File: src/rtl/rng_scheduler.sv
// Seeds a 16-bit XNOR LFSR from a memory word and shares it round-robin
// between requesters, advancing it STEPS positions for every grant.
`timescale 1ns/1ps

module rng_scheduler #(
    parameter int unsigned NREQ       = 4,
    parameter logic [15:0] SEED_ADDR  = 16'h07FE,
    parameter int unsigned MEM_LAT    = 1,
    parameter int unsigned STEPS      = 4,
    parameter logic [15:0] LOCKUP_SUB = 16'h0005
) (
    input  logic            clock,
    input  logic            nreset,
    input  logic            start,
    output logic            mem_rd_en,
    output logic [15:0]     mem_addr,
    input  logic [15:0]     mem_data_out,
    output logic            lfsr_load,
    output logic [15:0]     lfsr_seed,
    output logic            lfsr_shift,
    input  logic [15:0]     lfsr_value,
    input  logic [NREQ-1:0] req,
    output logic [NREQ-1:0] gnt,
    output logic [15:0]     rand_out,
    output logic            rand_valid,
    output logic            ready
);

    localparam int WW = (NREQ > 1) ? $clog2(NREQ) : 1;
    localparam int N  = int'(NREQ);

    typedef enum logic [2:0] {
        IDLE,
        SEED_RD,
        SEED_WAIT,
        LOAD,
        SERVE,
        STEP,
        DELIVER
    } state_t;

    state_t        state;
    logic [WW-1:0] last_winner;
    logic [WW-1:0] winner;
    logic [3:0]    cnt;
    logic          pending;

    // Closest set bit above last, wrapping; last itself has the lowest priority.
    function automatic logic [WW-1:0] pick_winner(input logic [NREQ-1:0] r,
                                                  input logic [WW-1:0]   last);
        logic [WW-1:0] sel;
        int            idx;
        sel = last;
        for (int i = N; i >= 1; i--) begin
            idx = (int'(last) + i) % N;
            if (r[idx]) sel = WW'(idx);
        end
        return sel;
    endfunction

    assign mem_addr = SEED_ADDR;
    assign rand_out = rand_valid ? lfsr_value : 16'h0000;

    // NOTE: every register here, outputs included, is state: non-blocking
    // assignments only, and all of it is cleared by the asynchronous reset.
    always_ff @(posedge clock or negedge nreset) begin
        if (!nreset) begin
            state       <= IDLE;
            last_winner <= WW'(N - 1);
            winner      <= '0;
            cnt         <= '0;
            pending     <= 1'b0;
            mem_rd_en   <= 1'b0;
            lfsr_load   <= 1'b0;
            lfsr_seed   <= 16'h0000;
            lfsr_shift  <= 1'b0;
            gnt         <= '0;
            rand_valid  <= 1'b0;
            ready       <= 1'b0;
        end else begin
            mem_rd_en  <= 1'b0;
            lfsr_load  <= 1'b0;
            gnt        <= '0;
            rand_valid <= 1'b0;
            case (state)
                IDLE: begin
                    if (start) begin
                        mem_rd_en <= 1'b1;
                        state     <= SEED_RD;
                    end
                end
                SEED_RD: begin
                    cnt   <= 4'(MEM_LAT - 1);
                    state <= SEED_WAIT;
                end
                SEED_WAIT: begin
                    if (cnt == 4'd0) begin
                        lfsr_seed <= (mem_data_out == 16'hFFFF) ? LOCKUP_SUB : mem_data_out;
                        lfsr_load <= 1'b1;
                        state     <= LOAD;
                    end else begin
                        cnt <= cnt - 4'd1;
                    end
                end
                LOAD: begin
                    ready <= 1'b1;
                    state <= SERVE;
                end
                SERVE: begin
                    if (start || pending) begin
                        pending   <= 1'b0;
                        ready     <= 1'b0;
                        mem_rd_en <= 1'b1;
                        state     <= SEED_RD;
                    end else if (|req) begin
                        winner     <= pick_winner(req, last_winner);
                        cnt        <= 4'(STEPS - 1);
                        lfsr_shift <= 1'b1;
                        state      <= STEP;
                    end
                end
                STEP: begin
                    if (start) pending <= 1'b1;
                    if (cnt == 4'd0) begin
                        lfsr_shift  <= 1'b0;
                        gnt[winner] <= 1'b1;
                        rand_valid  <= 1'b1;
                        state       <= DELIVER;
                    end else begin
                        cnt <= cnt - 4'd1;
                    end
                end
                DELIVER: begin
                    if (start) pending <= 1'b1;
                    last_winner <= winner;
                    state       <= SERVE;
                end
                default: state <= IDLE;
            endcase
        end
    end

endmodule

File: config.mk
export PLATFORM = sky130hd
export DESIGN_NAME = rng_scheduler
export DESIGN_NICKNAME = d
export VERILOG_FILES = /design/src/rtl/rng_scheduler.sv
export SDC_FILE = /design/constraint.sdc
export NUM_CORES = 1
export LEC_CHECK = 0
export ABC_AREA = 1
export ABC_CLOCK_PERIOD_IN_PS = 1300
export BUFFER_PORTS_ARGS = -buffer_cell sky130_fd_sc_hd__buf_4
export CAP_MARGIN = 10
export CORE_MARGIN = 2
export CORE_UTILIZATION = 40
export DETAILED_ROUTE_END_ITERATION = 10
export HOLD_SLACK_MARGIN = 0.08
export PLACE_DENSITY = 0.76
export SLEW_MARGIN = 20
export SYNTH_ARGS = -nofsm -noshare
export SYNTH_HDL_FRONTEND = slang
export SYNTH_SLANG_ARGS = --single-unit
File: constraint.sdc
create_clock -name clock -period 1.3 [get_ports clock]
set_input_delay 0.26 -clock clock [delete_from_list [all_inputs] [get_ports clock]]
set_output_delay 0.26 -clock clock [all_outputs]
set_load 0.05 [all_outputs]
==> out/results.txt, run 1 <==
H-Tree Depth -> 2
Number of pins exceeding their max-slew limit in the final report -> 0
Drt via density -> 4.63
Fin. Hold Viols -> 0
DRC violation total after the first TritonRoute iteration -> 105
Maximum VDD drop -> 1.41 mV
Dominant register cell in the synthesized netlist -> sky130_fd_sc_hd__dfrtp_1
Root buffer selected by CTS -> sky130_fd_sc_hd__clkbuf_8
Overall power after layout -> 8.12 mW
Required time of the critical path -> 1040 ps
CP endpoint kind -> output port
Synthesized instance count -> 282
Unique masters post-synth -> 30
Final Wtd Congestion -> 0.809
Placeable core region -> 0.00507 mm^2
Syn-to-layout area delta -> 61.2%
Proportion of layout cells with a drive suffix above 1 -> 0.526
Leakage power of the design -> 1.68 nW
Setup slack of the critical path after layout -> -206 ps
Cell occurring most often along the worst timing path -> sky130_fd_sc_hd__buf_6
Antenna violations before repair -> 0
# nets final -> 430
Area of the mapped netlist -> 0.00208 mm^2
Number of diodes added for antenna fixing -> 0
# clock sinks -> 37
Setup Crit Path Kind -> register to output port
Starting Density -> 0.410
Maximum number of pins on one net before global-route repair -> 38
Buffering stage count on the worst path with inverters included -> 3
Multi-input gate area in the final layout -> 0.00110 mm^2
Top-level I/O count -> 96
Yosys warning count -> 0
Detail Placement HPWL -> 3710 um
Most frequent standard cell in the layout excluding fill and tap cells -> sky130_fd_sc_hd__buf_4
Worst hold path class -> primary input to register
GRT Overall Usage -> 0.172
Biggest area consumer among synthesized cells -> sky130_fd_sc_hd__dfrtp_1
Delay-heaviest family, CP -> flip-flops
Sequential cell area fraction in the yosys report -> 0.446
Maximum number of buffers from clock root to sink -> 2
DR vias -> 2,130
PortBufs -> 79
Die Y -> 76.1 um
TritonCTS clock tree -> yes
Clock insertion delay at the later pin of the skew report -> 290 ps
Routed wire per std cell -> 12.0 um
Wirelength, routed -> 5510 um
Critical path, cell by cell -> buf_6 -> nand2_2 -> clkinvlp_4 -> buf_6
Number of synthesized register bits -> 37
Final cycle utilization of the critical path -> 1.16
Fraction of post-synthesis cell area in the top cell type by area -> 0.421
Syn_area_per_cell -> 7.38 um^2
First-pass iteration count of the detailed router -> 5
Max frequency -> 0.664 GHz
Minimum setup slack after placement -> -62.4 ps
Area used by sequential logic in the layout -> 933 um^2
Minimum clock period after layout -> 1510 ps
Total power divided by cell area -> 2420 mW/mm^2
Max-cap check violation count -> 0
Stage delay of the slowest cell on the critical path -> 490 ps
Biggest fanout along the worst timing path -> 8
Clock transition at the registers of the reported paths -> 70 ps
Final setup skew -> 8.58 ps
Slowest cell on the critical path -> sky130_fd_sc_hd__dfrtp_4
Die Footprint -> 0.00580 mm^2
RSZ-0062 raised after global routing -> yes
Number of synthesized flops with an enable pin -> 0
Count of unresolved DRC violations after routing -> 0
ANT nets after route -> 0
Std cell rows -> 26
Status -> complete, but fails checks
Final setup violating endpoints -> 22
Asr flop ratio synth -> 1.00
Nature of the critical path startpoint -> register
Cell types occupying the most area after synthesis -> sky130_fd_sc_hd__dfrtp_1 42%, sky130_fd_sc_hd__nand2_1 19%, sky130_fd_sc_hd__nand3_1 6.3%, sky130_fd_sc_hd__buf_4 5.8%, sky130_fd_sc_hd__inv_1 5.8%
Clock buffer count from CTS -> 5
Wire length of the first global-routing pass -> 8230 um
Total grt overflow -> 0
Commonest cells after routing, fill and taps aside -> 85 x sky130_fd_sc_hd__buf_4, 66 x sky130_fd_sc_hd__nand2_1, 39 x sky130_fd_sc_hd__nand2_2, 33 x sky130_fd_sc_hd__dfrtp_1, 23 x sky130_fd_sc_hd__nand3_1
Arr. time, crit path -> 1250 ps
Violated checks -> negative setup slack
Overall die width -> 76.1 um
Vias in the first global route -> 1,935
FILL cells -> 410
-- synth_stat cells, types with 2 or more instances --
master / count
sky130_fd_sc_hd__nor3_1: 2
sky130_fd_sc_hd__a21oi_1: 2
sky130_fd_sc_hd__conb_1: 2
sky130_fd_sc_hd__nand2_2: 3
sky130_fd_sc_hd__inv_2: 6
sky130_fd_sc_hd__inv_1: 32
sky130_fd_sc_hd__dfrtp_1: 35
sky130_fd_sc_hd__nand3_1: 26
sky130_fd_sc_hd__buf_2: 2
sky130_fd_sc_hd__nand4_1: 5
sky130_fd_sc_hd__buf_4: 16
sky130_fd_sc_hd__nor2_4: 4
sky130_fd_sc_hd__nor2_1: 13
sky130_fd_sc_hd__o21ai_1: 3
sky130_fd_sc_hd__ha_1: 2
sky130_fd_sc_hd__clkbuf_1: 2
sky130_fd_sc_hd__o21ai_0: 8
sky130_fd_sc_hd__dfstp_2: 2
sky130_fd_sc_hd__nand2_1: 106
-- power by group --
part | total, mW | switching (mW) | internal, mW | leakage, nW
logic | 5.35 | 3.40 | 1.96 | 1.18
registers | 2.01 | 0.353 | 1.66 | 0.461
clock network | 0.751 | 0.376 | 0.375 | 0.0422
total | 8.12 | 4.13 | 3.99 | 1.68
-- layout make-up --
cell class                 instances  share of cell area
timing repair buffer             108               0.276
tap                               70              0.0261
sequential                        37               0.278
clock buffer                       7              0.0228
multi-input combinational        198               0.329
inverter                          39              0.0660
clock inverter                     1             0.00149
-- cell families (layout without fill, tap and decap cells) --
group                      Yosys count  in the layout  share of synthesized area
AOI/OAI and AO/OA                   14             14                     0.0355
xor gates and xnor gates             2              2                    0.00842
adders and majority gates            2              2                     0.0120
buffers and inverters               61            155                      0.144
DFF                                 37             37                      0.446
other                                2             16                    0.00361
and+or+nand+nor                    164            164                      0.350
-- worst paths after layout --
| path | start | cells after the start | slack (ps) | end |
|---|---|---|---|---|
| worst max register to register | last_winner[0] | 11 | -90 | winner[0] |
| worst max-delay path | rand_valid | 4 | -210 | rand_out[12] |
| worst min register to register | lfsr_seed[8] | 2 | 480 | lfsr_seed[8] |
| min in group asynchronous | nreset | 2 | 460 | lfsr_seed[14] |
| worst min-delay path | mem_data_out[2] | 3 | 180 | lfsr_seed[2] |
| max in group asynchronous | nreset | 2 | 470 | rand_valid |
-- through the flow --
stage / cells / hold slack [ps] / instance area (um^2) / util / setup TNS (ps)
final: 460 / 177 / 3350 / 0.661 / -3440
after global routing: 460 / 192 / 3350 / 0.661 / -4800
after CTS: 454 / 178 / 3120 / 0.616 / -3330
after detailed placement: 436 / 256 / 2860 / 0.564 / -152
after global placement: 436 / 252 / 2860 / 0.564 / 0
after floorplan: 296 / -35.6 / 2260 / - / -1110
-- worst reg2reg max path: stages (launching register included) --
cell                      delay [ps]
sky130_fd_sc_hd__dfstp_2         620
sky130_fd_sc_hd__inv_4            90
sky130_fd_sc_hd__nand2_2          60
sky130_fd_sc_hd__nand2_1          60
sky130_fd_sc_hd__nand2_2          70
sky130_fd_sc_hd__nand2_1          50
sky130_fd_sc_hd__inv_1            60
sky130_fd_sc_hd__nand2_2          60
sky130_fd_sc_hd__nand2_1          60
sky130_fd_sc_hd__nand2_1          50
sky130_fd_sc_hd__nand3_1          60
sky130_fd_sc_hd__nand2_1          50
-- state kept, by name, summed over array words and instances, names as in the netlist --
| signal | count |
|---|---|
| mem_rd_en | 1 |
| gnt | 4 |
| lfsr_seed | 16 |
| last_winner | 2 |
| state | 3 |
| ready | 1 |
| lfsr_load | 1 |
| cnt | 4 |
| rand_valid | 1 |
| pending | 1 |
| winner | 2 |
| lfsr_shift | 1 |
-- metal layers --
layer  share of wire  GRT usage  vias to the layer above
met5               0          0                        -
met4           0.012     0.0509                        0
met3           0.087     0.0640                        6
met2            0.53      0.313                       91
met1            0.37      0.187                      986
li1                -          -                     1047
-- repair_timing --
| item | 4_1_cts | 5_1_grt |
|---|---|---|
| setup buffers | 9 | 5 |
| hold buffers | 1 | 0 |
| cloned | 0 | 1 |
| setup endpoints to repair | 25 | 47 |
| endpoints found under the hold margin | 35 | 0 |
| gates resized for setup | 30 | 50 |
| pin swaps | 7 | 14 |
Power figures use the tool's default switching activity.
==> run 2, diff against run 1 <==
--- a/config.mk
+++ b/config.mk
@@ -10,10 +10,11 @@
 export BUFFER_PORTS_ARGS = -buffer_cell sky130_fd_sc_hd__buf_4
 export CAP_MARGIN = 10
 export CORE_MARGIN = 2
-export CORE_UTILIZATION = 40
+export CORE_UTILIZATION = 42
 export DETAILED_ROUTE_END_ITERATION = 10
 export HOLD_SLACK_MARGIN = 0.08
-export PLACE_DENSITY = 0.76
+export PLACE_DENSITY = 0.79
+export SETUP_SLACK_MARGIN = 0.2
 export SLEW_MARGIN = 20
 export SYNTH_ARGS = -nofsm -noshare
 export SYNTH_HDL_FRONTEND = slang
==> run 2 against run 1 <==
The run still ends with negative setup slack left. Clock-buffer cell count is the same. Utilization grew 17 points. Die area shrank 4.5%. Setup slack lost 44 ps. Via count grew 7.3%. Global-route usage grew 6.4 points. Fmax shrank 2.9%. First-iteration DRC count grew 0.95%. Critical endpoint is now rand_out[5].
==> out/results.txt, run 2 (synthesized netlist as in run 1, its figures left out) <==
Status -> complete, but fails checks
Violated checks -> negative setup slack
Area used by sequential logic in the layout -> 933 um^2 (unchanged)
Max frequency -> 0.645 GHz (-2.9%)
RSZ-0062 raised after global routing -> yes
Vias in the first global route -> 2,169 (+12%)
Die Y -> 74.4 um (-2.3%)
Critical path, cell by cell -> buf_8 -> nand2_4 -> clkinvlp_4 -> buf_8
Root buffer selected by CTS -> sky130_fd_sc_hd__clkbuf_8
Syn-to-layout area delta -> 90.9%
Stage delay of the slowest cell on the critical path -> 520 ps (+30 ps)
Max FFs per register -> 16 (unchanged)
Number of pins exceeding their max-slew limit in the final report -> 0 (unchanged)
Starting Density -> 0.438 (+0.0276)
Biggest fanout along the worst timing path -> 8 (unchanged)
Commonest cells after routing, fill and taps aside -> 76 x sky130_fd_sc_hd__buf_4, 47 x sky130_fd_sc_hd__nand2_1, 43 x sky130_fd_sc_hd__buf_6, 38 x sky130_fd_sc_hd__nand2_2, 33 x sky130_fd_sc_hd__dfrtp_1
Placed instance area -> 0.00293 mm^2 (+2.3%)
Wirelength, routed -> 6880 um (+25%)
First-pass iteration count of the detailed router -> 4 (-1)
Clock buffer count from CTS -> 5 (unchanged)
Biggest registers after layout -> lfsr_seed: 16 flops, cnt: 4 flops, gnt: 4 flops
Final setup violating endpoints -> 41 (+86%)
DR vias -> 2,285 (+7.3%)
ANT nets after route -> 0 (unchanged)
Arr. time, crit path -> 1290 ps (+40 ps)
Top-level I/O count -> 96 (unchanged)
Drt via density -> 4.74 (+2.4%)
Minimum clock period after layout -> 1550 ps (+44.4 ps)
GRT Overall Usage -> 0.237 (+0.0642)
Multi-input gate area in the final layout -> 0.00136 mm^2 (+23%)
Overall power after layout -> 9.54 mW (+18%)
H-Tree Depth -> 2 (unchanged)
Wire length of the first global-routing pass -> 9860 um (+20%)
Final setup skew -> 5.90 ps (-2.67 ps)
Max-cap check violation count -> 0 (unchanged)
FILL cells -> 281 (-31%)
PortBufs -> 79 (unchanged)
Share of total power in sequential cells -> 0.223 (-0.025)
Worst hold path class -> primary input to register
TritonCTS clock tree -> yes
Slowest cell on the critical path -> sky130_fd_sc_hd__dfrtp_4
Fraction of the core area covered by cells at the end of the flow -> 0.835 (+0.174)
Cell occurring most often along the worst timing path -> sky130_fd_sc_hd__buf_8
Nature of the critical path startpoint -> register
Fin. Hold Viols -> 0 (unchanged)
Number of diodes added for antenna fixing -> 0 (unchanged)
Overall die width -> 74.4 um (-2.3%)
Total instance count after detailed placement -> 433 (-0.69%)
Logic gate share of total power -> 0.687 (+0.028)
Number of cells in the finished layout apart from fillers -> 482 (+4.8%)
Final Wtd Congestion -> 0.873 (+7.9%)
Std cell rows -> 25 (-3.8%)
Most frequent standard cell in the layout excluding fill and tap cells -> sky130_fd_sc_hd__buf_4
Hold Worst Slack -> 179 ps (+1.72 ps)
Fraction of power spent switching nets -> 0.501 (-0.00722)
Clock transition at the registers of the reported paths -> 80 ps (about the same)
Required time of the critical path -> 1040 ps (about the same)
Minimum setup slack after placement -> -59.4 ps (+3.00 ps)
Maximum VDD drop -> 1.70 mV (+21%)
DRC violation total after the first TritonRoute iteration -> 106 (+0.95%)
Total power divided by cell area -> 2400 mW/mm^2 (-0.72%)
Antenna violations before repair -> 0 (unchanged)
Biggest register -> lfsr_seed
Maximum number of pins on one net before global-route repair -> 38 (unchanged)
CP endpoint kind -> output port
Leakage power of the design -> 1.98 nW (+17%)
# nets final -> 455 (+5.8%)
Clock insertion delay at the later pin of the skew report -> 300 ps (about the same)
Maximum number of buffers from clock root to sink -> 2 (unchanged)
Proportion of layout cells with a drive suffix above 1 -> 0.651 (+0.125)
Final cycle utilization of the critical path -> 1.19 (+0.0342)
Count of unresolved DRC violations after routing -> 0 (unchanged)
Placeable core region -> 0.00475 mm^2 (-6.3%)
Routed wire per std cell -> 14.3 um (+19%)
Die Footprint -> 0.00553 mm^2 (-4.5%)
Reported net switching power -> 4.78 mW (+16%)
Int Pwr -> 4.76 mW (+19%)
Sum of negative setup slack -> -6180 ps (-2740 ps)
Post-layout instance area -> 0.00397 mm^2 (+18%)
Detail Placement HPWL -> 3860 um (+4.0%)
Total grt overflow -> 0 (unchanged)
Setup Crit Path Kind -> register to output port
Clock group share of total power -> 0.089 (-0.004)
Setup slack of the critical path after layout -> -250 ps (-44.4 ps)
# clock sinks -> 37 (unchanged)
==> run 2: cell types whose count changed in the layout (fill, tap and decap cells not counted), moves of 3 or more <==
cell,before,now
sky130_fd_sc_hd__buf_6,19,43
sky130_fd_sc_hd__nand3_1,23,12
sky130_fd_sc_hd__inv_1,13,9
sky130_fd_sc_hd__nand2_1,66,47
sky130_fd_sc_hd__o21ai_0,5,2
sky130_fd_sc_hd__nand2_4,4,23
sky130_fd_sc_hd__buf_8,0,11
sky130_fd_sc_hd__buf_4,85,76
sky130_fd_sc_hd__nand3_2,4,13
==> run 2: critical path, delay by kind of cell (launching register included) <==
family | cells | cell delay (ps)
buf+inv | 3 | 400
flops | 1 | 520
simple gates | 1 | 60
==> run 2: power groups by stage <==
stage | Clock [mW] | Sequential, mW | Combinational [mW]
final | 0.853 | 2.13 | 6.56
after detailed placement | 0 | 2.04 | 4.30
after floorplan | 0 | 3.01 | 2.18
after global placement | 0 | 2.03 | 4.20
after global routing | 0.906 | 2.18 | 6.97
after CTS | 0.863 | 2.09 | 5.65
==> run 2: final timing paths <==
| path | start | end | slack, ps | cells past startpoint |
|---|---|---|---|---|
| min in group asynchronous | nreset | lfsr_seed[1] | 440 | 2 |
| hold reg to reg | ready | ready | 530 | 2 |
| max in group asynchronous | nreset | rand_valid | 490 | 2 |
| hold / removal | mem_data_out[2] | lfsr_seed[2] | 180 | 3 |
| setup reg to reg | state[0] | lfsr_seed[11] | -140 | 8 |
| setup / recovery | rand_valid | rand_out[5] | -250 | 4 |
==> run 2: repair_timing <==
| item | CTS | global route |
|---|---|---|
| pin swaps | 19 | 20 |
| hold buffers | 1 | 0 |
| endpoints found under the setup margin | 74 | 77 |
| resized for setup | 119 | 59 |
| buffers inserted | 24 | 14 |
| hold endpoints to repair | 35 | 0 |
| cloned | 2 | 0 |
==> run 2: final cells by class <==
class | count | area share
inverter | 39 | 0.0589
timing repair inverter | 1 | 0.00410
clock buffer | 7 | 0.0217
multi-input combinational | 198 | 0.342
sequential | 37 | 0.235
timing repair buffer | 132 | 0.315
clock inverter | 1 | 0.00189
tap | 67 | 0.0211
==> run 2: metal layers <==
layer,track usage,vias to the layer above,share of wire
li1,-,1097,-
met5,0,-,0
met3,0.0732,11,0.086
met2,0.425,104,0.55
met4,0.0992,0,0.015
met1,0.257,1073,0.35
